==> src/rtl/reset_seq_pkg.sv <==
// Shared definitions for the reset sequencer: default parameter values,
// FSM state encoding and the helper that computes per-domain release edges.
package reset_seq_pkg;

  localparam int DEF_HOLD_CYCLES = 10;
  localparam int DEF_NUM_DOMAINS = 2;
  localparam int DEF_STAGGER     = 2;
  localparam int DEF_CNT_W       = 32;
  localparam int DEF_TIMEOUT     = 0;

  // Width of the hold/stagger edge counter; wide enough for any practical
  // HOLD_CYCLES + (NUM_DOMAINS-1)*STAGGER.
  localparam int SEQ_CNT_W = 32;

  localparam logic [1:0] ST_HOLD    = 2'd0;
  localparam logic [1:0] ST_RELEASE = 2'd1;
  localparam logic [1:0] ST_RUN     = 2'd2;
  localparam logic [1:0] ST_STOP    = 2'd3;

  // Edge number (counted from 1 after HOLD entry) on which a domain releases.
  function automatic logic [SEQ_CNT_W-1:0] releaseEdge(input int holdCycles,
                                                       input int domain,
                                                       input int stagger);
    return SEQ_CNT_W'(holdCycles + domain * stagger);
  endfunction

endpackage

==> src/rtl/seq_counter.sv <==
// Loadable, clearable up-counter used to count edges since HOLD entry.
// Clear has priority over load, and load over increment.
module seq_counter
  import reset_seq_pkg::*;
#(
  parameter int W = SEQ_CNT_W
) (
  input  logic         clk,
  input  logic         reset,
  input  logic         i_clear,
  input  logic         i_load,
  input  logic [W-1:0] i_loadValue,
  input  logic         i_enable,
  output logic [W-1:0] o_count
);

  // Count register with asynchronous reset to zero.
  always_ff @(posedge clk or posedge reset) begin
    if (reset) begin
      o_count <= '0;
    end else if (i_clear) begin
      o_count <= '0;
    end else if (i_load) begin
      o_count <= i_loadValue;
    end else if (i_enable) begin
      o_count <= o_count + W'(1);
    end
  end

endmodule

==> src/rtl/reset_sequencer.sv <==
// Reset sequencer: holds all domain resets for HOLD_CYCLES edges, releases
// the domains one after another every STAGGER edges, then tracks the run
// length until the core halts, the optional timeout fires, or a restart.
module reset_sequencer
  import reset_seq_pkg::*;
#(
  parameter int HOLD_CYCLES = DEF_HOLD_CYCLES,
  parameter int NUM_DOMAINS = DEF_NUM_DOMAINS,
  parameter int STAGGER     = DEF_STAGGER,
  parameter int CNT_W       = DEF_CNT_W,
  parameter int TIMEOUT     = DEF_TIMEOUT
) (
  input  logic                   clk,
  input  logic                   reset,
  input  logic                   soft_rst_req,
  input  logic                   halt,
  output logic [NUM_DOMAINS-1:0] dom_reset,
  output logic                   running,
  output logic [CNT_W-1:0]       cycle_cnt,
  output logic                   done,
  output logic                   timed_out
);

  localparam logic [SEQ_CNT_W-1:0] FIRST_EDGE  = releaseEdge(HOLD_CYCLES, 0, STAGGER);
  localparam logic [SEQ_CNT_W-1:0] LAST_EDGE   = releaseEdge(HOLD_CYCLES, NUM_DOMAINS - 1, STAGGER);
  localparam logic [CNT_W-1:0]     TIMEOUT_VAL = CNT_W'(TIMEOUT);

  logic [1:0]             r_state;
  logic [SEQ_CNT_W-1:0]   w_holdCnt;
  logic [SEQ_CNT_W-1:0]   w_nextCnt;
  logic [NUM_DOMAINS-1:0] w_relMask;
  logic [CNT_W-1:0]       w_cntInc;
  logic                   w_counting;
  logic                   w_timeoutHit;

  assign w_counting   = (r_state == ST_HOLD) || (r_state == ST_RELEASE);
  assign w_nextCnt    = w_holdCnt + SEQ_CNT_W'(1);
  assign w_cntInc     = cycle_cnt + CNT_W'(1);
  assign w_timeoutHit = (TIMEOUT != 0) && (w_cntInc == TIMEOUT_VAL);

  seq_counter #(
    .W(SEQ_CNT_W)
  ) u_holdCounter (
    .clk         (clk),
    .reset       (reset),
    .i_clear     (soft_rst_req),
    .i_load      (1'b0),
    .i_loadValue ('0),
    .i_enable    (w_counting),
    .o_count     (w_holdCnt)
  );

  // Domains whose release edge is reached by the edge currently being taken.
  always_comb begin
    w_relMask = '0;
    for (int i = 0; i < NUM_DOMAINS; i++) begin
      w_relMask[i] = (w_nextCnt >= releaseEdge(HOLD_CYCLES, i, STAGGER));
    end
  end

  // Sequencer FSM: restart has priority over everything, halt over timeout.
  always_ff @(posedge clk or posedge reset) begin
    if (reset) begin
      r_state   <= ST_HOLD;
      dom_reset <= '1;
      running   <= 1'b0;
      cycle_cnt <= '0;
      done      <= 1'b0;
      timed_out <= 1'b0;
    end else if (soft_rst_req) begin
      r_state   <= ST_HOLD;
      dom_reset <= '1;
      running   <= 1'b0;
      cycle_cnt <= '0;
      done      <= 1'b0;
      timed_out <= 1'b0;
    end else begin
      case (r_state)
        ST_HOLD, ST_RELEASE: begin
          dom_reset <= dom_reset & ~w_relMask;
          if (w_nextCnt >= LAST_EDGE) begin
            r_state <= ST_RUN;
            running <= 1'b1;
          end else if (w_nextCnt >= FIRST_EDGE) begin
            r_state <= ST_RELEASE;
          end
        end
        ST_RUN: begin
          if (halt) begin
            r_state <= ST_STOP;
            running <= 1'b0;
            done    <= 1'b1;
          end else if (w_timeoutHit) begin
            r_state   <= ST_STOP;
            running   <= 1'b0;
            timed_out <= 1'b1;
            cycle_cnt <= TIMEOUT_VAL;
          end else if (cycle_cnt != '1) begin
            cycle_cnt <= w_cntInc;
          end
        end
        ST_STOP: begin
        end
        default: begin
          r_state <= ST_HOLD;
        end
      endcase
    end
  end

endmodule

==> config.mk <==
export PLATFORM = sky130hd
export DESIGN_NAME = reset_sequencer
export DESIGN_NICKNAME = d
export VERILOG_FILES = /design/src/rtl/reset_seq_pkg.sv /design/src/rtl/seq_counter.sv /design/src/rtl/reset_sequencer.sv
export SDC_FILE = /design/constraint.sdc
export NUM_CORES = 1
export LEC_CHECK = 0
export BUFFER_PORTS_ARGS = -buffer_cell sky130_fd_sc_hd__buf_2
export CAP_MARGIN = 40
export CORE_MARGIN = 3
export CORE_UTILIZATION = 30
export DETAILED_ROUTE_END_ITERATION = 16
export SLEW_MARGIN = 0
export SYNTH_ARGS = -nofsm -noshare
export SYNTH_HDL_FRONTEND = slang
export SYNTH_SLANG_ARGS = --single-unit
==> constraint.sdc <==
create_clock -name clk -period 5.5 [get_ports clk]
set_input_delay 0.275 -clock clk [delete_from_list [all_inputs] [get_ports clk]]
set_output_delay 0.275 -clock clk [all_outputs]
set_load 0.02 [all_outputs]
==> results of run 1 <==
==> worst min path at each step <==
| stage | from | end | slack, ns |
|---|---|---|---|
| detailed placement | reset | cycle_cnt[19] | 0.33 |
| finish | halt | done | 0.28 |
| global route | halt | done | 0.33 |
| CTS | halt | done | 0.28 |
| global placement | dom_reset[0] | dom_reset[0] | 0.51 |
| floorplan | halt | done | 0.45 |
==> cell usage in the layout (no fill, tap or decap), drive strengths merged, types with 13 or more instances in the layout <==
cell   count
dfrtp     68
buf       44
nand4     24
nor3      13
a21oi     16
nor2      76
xnor2     19
nand2     41
xor2      44
nand3     30
==> cells by family (layout without fill, tap and decap cells) <==
group / count (synthesis) / after routing / share of synthesized area
AO/OA/AOI/OAI: 51 / 51 / 0.08822
AND/OR/NAND/NOR: 242 / 242 / 0.3029
other: 1 / 1 / 0.0008963
adder cells (fa/ha/maj): 2 / 2 / 0.005980
flip-flops: 70 / 70 / 0.4193
buffers and inverters: 38 / 69 / 0.04097
multiplexers: 4 / 4 / 0.009869
XOR/XNOR: 63 / 63 / 0.1319
==> routing by layer <==
| layer | track usage | routed length (microns) | up-vias |
|---|---|---|---|
| met5 | 0 | 0 | - |
| met1 | 0.1864 | 4699 | 1734 |
| met2 | 0.2020 | 4514 | 67 |
| met3 | 0.03134 | 394 | 14 |
| met4 | 0.04517 | 125 | 0 |
| li1 | - | - | 1696 |
==> where the power goes <==
| group | internal [mW] | switching [mW] | total [mW] | leakage (nW) |
|---|---|---|---|---|
| sequential | 0.519 | 0.00513 | 0.524 | 0.969 |
| clock | 0.350 | 0.223 | 0.573 | 0.139 |
| combinational | 0.0113 | 0.0296 | 0.0409 | 0.934 |
| total | 0.880 | 0.257 | 1.14 | 2.04 |
==> cell usage after synthesis (all sizes together) (9+ instances only) <==
library cell  instances
and3                 10
buf                  13
a21oi                16
dfrtp                68
nor2                 76
nor4                 12
clkbuf               16
xor2                 44
o21ai                12
nand2                41
nor3                 13
nand3                30
inv                   9
xnor2                19
nand4                24
and4                 11
==> critical path, delay by kind of cell (launching register included) <==
kind,cells,cell delay [ns]
and+or+nand+nor,4,1.25
AOI/OAI and AO/OA,3,0.80
DFF,1,0.39
adders and majority gates,1,0.38
==> repair_timing <==
item / CTS / global route
hold endpoints to repair: 19 / 0
gates resized for setup: 0 / 0
hold buffers: 1 / 0
==> registers in the layout, summed over array words and instances, names as in the netlist <==
signal	cells
cycle_cnt	32
u_holdCounter.o_count	32
running	1
dom_reset	2
r_state	2
done	1
==> metrics by stage <==
stage          cells  area (sq um)  hold slack [ns]
6_report         678          4818           0.2801
5_1_grt          678          4818           0.3306
4_1_cts          678          4818           0.2830
3_5_place_dp     662          4519           0.3283
3_3_place_gp     660          4484           0.5070
2_1_floorplan    471          4184           0.4513
==> layout make-up <==
cell class | count | area (sq um)
flip-flops and latches | 70 | 1754
inverters | 9 | 33.78
multi-input cells | 363 | 2258
well taps | 176 | 220.2
clock inverters | 5 | 60.06
fillers | 1388 | 8635
clock buffers | 10 | 229.0
repair buffers | 45 | 262.8
==> reports/qor.csv, run 1 <==
metric,value,unit
worst reg-to-reg setup slack,2.59,ns
Setup Slack @ Placement,2.577,ns
"Hold Vio Cnt, Final",0,
"Distinct cells, synth",54,
CP required,5.74,ns
CP endpoint,r_state[0],
Static Leakage,2.042,nW
RSZ-0062 raised after global routing,no,
Std-Cell Rows,42,
nets@finish,504,
top cell type's share of synthesized area,0.4067,
kind of critical path,reg -> reg,
Die ar.,15400,sq um
Final ANT Viol Nets,0,
dominant cell type by area after synthesis,dfrtp_1,
Area growth syn-to-layout,15.16,%
skew final,0.007108,ns
Max stage delay on crit path,0.45,ns
ANT cells,0,
worst hold path class,in -> reg,
Final period util,0.5299,
vias in the first global route,3346,
H-Tree Level Count,3,
CP Data Arrival Time,3.16,ns
PortBufs,39,
first-pass GRT wire length,16420,microns
#FFs+latches synth,70,
Critical Path Slowest Stage Cell,nor4_4,
setup violators final,0,
chip height,124.1,microns
Worst slew margin,0.5023,
initial antenna violation count,0,
reg-to-reg startpoint,u_holdCounter.o_count[0],
asr flop ratio synth,1.000,
first-pass iteration count of the detailed router,4,
hold depth,3,
status,completed,
root buf cell,clkbuf_16,
number of sinks on the clock net,70,
vias per inst,5.178,
crit path from,u_holdCounter.o_count[0],
HPWL after DPL,6760,microns
"EDFF count, synth",0,
largest net degree at the start of global routing,72,
Syn Inst Count,471,
Synth Net Count,477,
Slew Limit Fails,0,
synth top area cells,"dfrtp_1, xor2_1, nor2_1, xnor2_1, nand2_1",
Initial DRC Count,213,
Worst-path clk slew,0.06,ns
critical path capture point type,flop,
Die W,124.1,microns
Slew @ Worst Pin,0.7466,ns
reg2reg end,r_state[0],
All-Layer GR Usage,0.1332,
worst setup margin,2.585,ns
vias,3511,
"Avg Cell Area, Syn",8.883,sq um
overflow left after global routing,0,
register area share after synthesis,0.4193,
post-synth design cell area,4184,sq um
Ports,41,
drt total wl,9733,microns
max cap viols,0,
clk buf depth,2,
CP Launch Type,flop,
setup_tns,0,ns
core area,13450,sq um
Peak Freq,0.3431,GHz
layout cells sized above 1,0.1514,
"Warnings, synthesis",0,
final RePlAce weighted congestion,0.8405,
PnR Total Power,1.137,mW
top_reg_cell synth,dfrtp_1,
maximum VDD drop,122.2,uV
CTS buffer count,9,
r2r worst-path depth,8,
Power Density,236.0,nW/um^2
final core utilization,0.3582,
drt drc,0,
CTS tree,yes,
worst skew pair latency,0.33,ns
Starting Density,0.3110,
CP cell instances,"ha_1, nand2_1, nor4_4, and4_1, o22ai_1, a2111oi_4, nand4_2, a221oi_2",
DR WL/cell,14.36,microns
Tmin final,2.915,ns
Post CTS Setup Buffer Count,0,
"Max FO, Critical Path",10,
Power figures use the tool's default switching activity.
==> inputs of run 2 (changes only) <==
==> constraint.sdc (replaced) <==
create_clock -name clk -period 2.5 [get_ports clk]
set_input_delay 0.125 -clock clk [delete_from_list [all_inputs] [get_ports clk]]
set_output_delay 0.125 -clock clk [all_outputs]
set_load 0.02 [all_outputs]
==> run 2 against run 1 <==
  * Worst hold slack lost 0.17 ns
  * Flip-flop and latch count stayed put
  * Clock skew shrank 0.0014 ns
  * Critical path depth is 1 higher
  * Core utilization grew 3.1 points
  * Fmax rose by 21%
  * Via count grew 5.9%
  * Global-route usage up 0.81 points
  * Clock-buffer cell count increased by 1
  * Register-to-register slack worse by 2.5 ns
  * Combinational power is 140% higher
  * Critical endpoint unchanged
  * Largest cell class unchanged
==> reports/qor.csv, run 2 (synthesis results as in run 1) <==
metric,value,unit
PnR Total Power,2.551,mW
overflow left after global routing,0,
HPWL after DPL,7532,microns
Top Registers,"cycle_cnt: 32 flops, u_holdCounter.o_count: 32 flops",
max cap viols,0,
Final ANT Viol Nets,0,
"Max FO, Critical Path",5,
Worst-path clk slew,0.06,ns
Static Leakage,2.265,nW
met1 usage,0.1878,
Slew Limit Fails,0,
final core utilization,0.3890,
worst path bufs/invs,1,
DR WL/cell,14.70,microns
Layout Cells excl Fill,721,
"commonest non-fill, non-tap cells in the layout","nor2_1, dfrtp_1, xor2_1, buf_4, nand2_1",
Placed Area,4745,sq um
drt total wl,10600,microns
GR Layer Usage met3,0.04133,
layout cells sized above 1,0.2550,
worst hold path class,in -> reg,
H-Tree Level Count,3,
core area,13450,sq um
status,completed,
vias in the first global route,3554,
final instance area,5233,sq um
Max stage delay on crit path,0.40,ns
setup violators final,0,
critical path's top delay family,simple AND/OR/NAND/NOR gates,
chip height,124.1,microns
number of sinks on the clock net,70,
multi-input logic area,2349,sq um
Critical Path Slowest Stage Cell,dfrtp_1,
largest net degree at the start of global routing,31,
"commonest non-fill, non-tap cell in the layout",nor2_1,
CP Data Arrival Time,2.65,ns
"Hold Vio Cnt, Final",0,
Worst slew margin,0.4973,
drt drc,0,
Min Hold Slack,0.1129,ns
post-placement cell count,693,
nets@finish,546,
Ports,41,
skew final,0.005681,ns
initial antenna violation count,0,
Peak Freq,0.4164,GHz
final RePlAce weighted congestion,0.8414,
All-Layer GR Usage,0.1412,
Die ar.,15400,sq um
Std-Cell Rows,42,
met2 GRT Util,0.2196,
critical path capture point type,flop,
CTS buffer count,9,
first-pass GRT wire length,17150,microns
CP Launch Type,flop,
Area growth syn-to-layout,25.06,%
Initial DRC Count,172,
Starting Density,0.3110,
Final period util,0.9606,
Fillers,1403,
first-pass iteration count of the detailed router,4,
CP cell instances,"ha_1, nand2_2, nor4_4, buf_4, and3_2, a31oi_1, a211oi_1, nand4_2, a221oi_2",
CP required,2.75,ns
kind of critical path,reg -> reg,
CTS tree,yes,
Power Density,487.5,nW/um^2
vias,3717,
root buf cell,clkbuf_16,
Die W,124.1,microns
register area,1762,sq um
vias per inst,5.155,
worst skew pair latency,0.34,ns
Slew @ Worst Pin,0.7496,ns
clk buf depth,2,
maximum VDD drop,340.2,uV
ANT cells,0,
GRT busiest layer,met2,
PortBufs,39,
Tmin final,2.402,ns
run 2: changes by cell type in the layout (fill, tap and decap cells not counted), sizes merged:
cell      change
buf          +41
clkbuf        +1
clkinvlp      +1
inv           -1
nor4          +1
run 2: timing repair:
action                                  CTS  global route
gates resized for setup                   0            26
endpoints found under the setup margin    0             6
setup buffers                             0            10
endpoints found under the hold margin    11             0
hold buffers                              1             0
run 2: path summary, 6_finish.rpt:
kind	start	to	slack, ns	cells past startpoint
worst max register to register	u_holdCounter.o_count[0]	r_state[0]	0.1	9
worst max-delay path	u_holdCounter.o_count[0]	r_state[0]	0.1	9
worst min-delay path	halt	done	0.11	3
min in group asynchronous	reset	cycle_cnt[15]	0.28	3
worst min register to register	dom_reset[0]	dom_reset[0]	0.49	2
max in group asynchronous	reset	u_holdCounter.o_count[6]	1.47	5
run 2: layout make-up:
class	instances	share of cell area
clock buffers	11	0.04639
clock inverters	5	0.01124
inverters	9	0.006456
multi-input cells	364	0.4488
flip-flops and latches	70	0.3367
well taps	176	0.04209
repair buffers	86	0.1083
run 2: stage by stage:
stage / setup TNS, ns / setup WS, ns
after floorplan: 0 / 0.1504
after global placement: 0 / 0.1287
after detailed placement: 0 / 0.02248
after CTS: 0 / 0.01878
after global routing: -0.01231 / -0.01231
final: 0 / 0.09848
run 2: worst reg2reg max path, stage by stage (launching register included):
cell and delay (ns):
dfrtp_1 0.40, ha_1 0.21, nand2_2 0.11, nor4_4 0.31
buf_4 0.19, and3_2 0.16, a31oi_1 0.08, a211oi_1 0.32
nand4_2 0.23, a221oi_2 0.31
run 2: report_power, final:
part           switching (mW)  internal (mW)  total, mW
Sequential            0.00895           1.14       1.15
Clock                   0.501          0.799       1.30
Combinational          0.0710         0.0293      0.100
run 2: metal layers:
metal  routed length (microns)  vias to the layer above
li1                          -                     1781
met1                      4916                     1839
met3                       516                       16
met2                      4974                       81
met5                         0                        -
met4                       192                        0
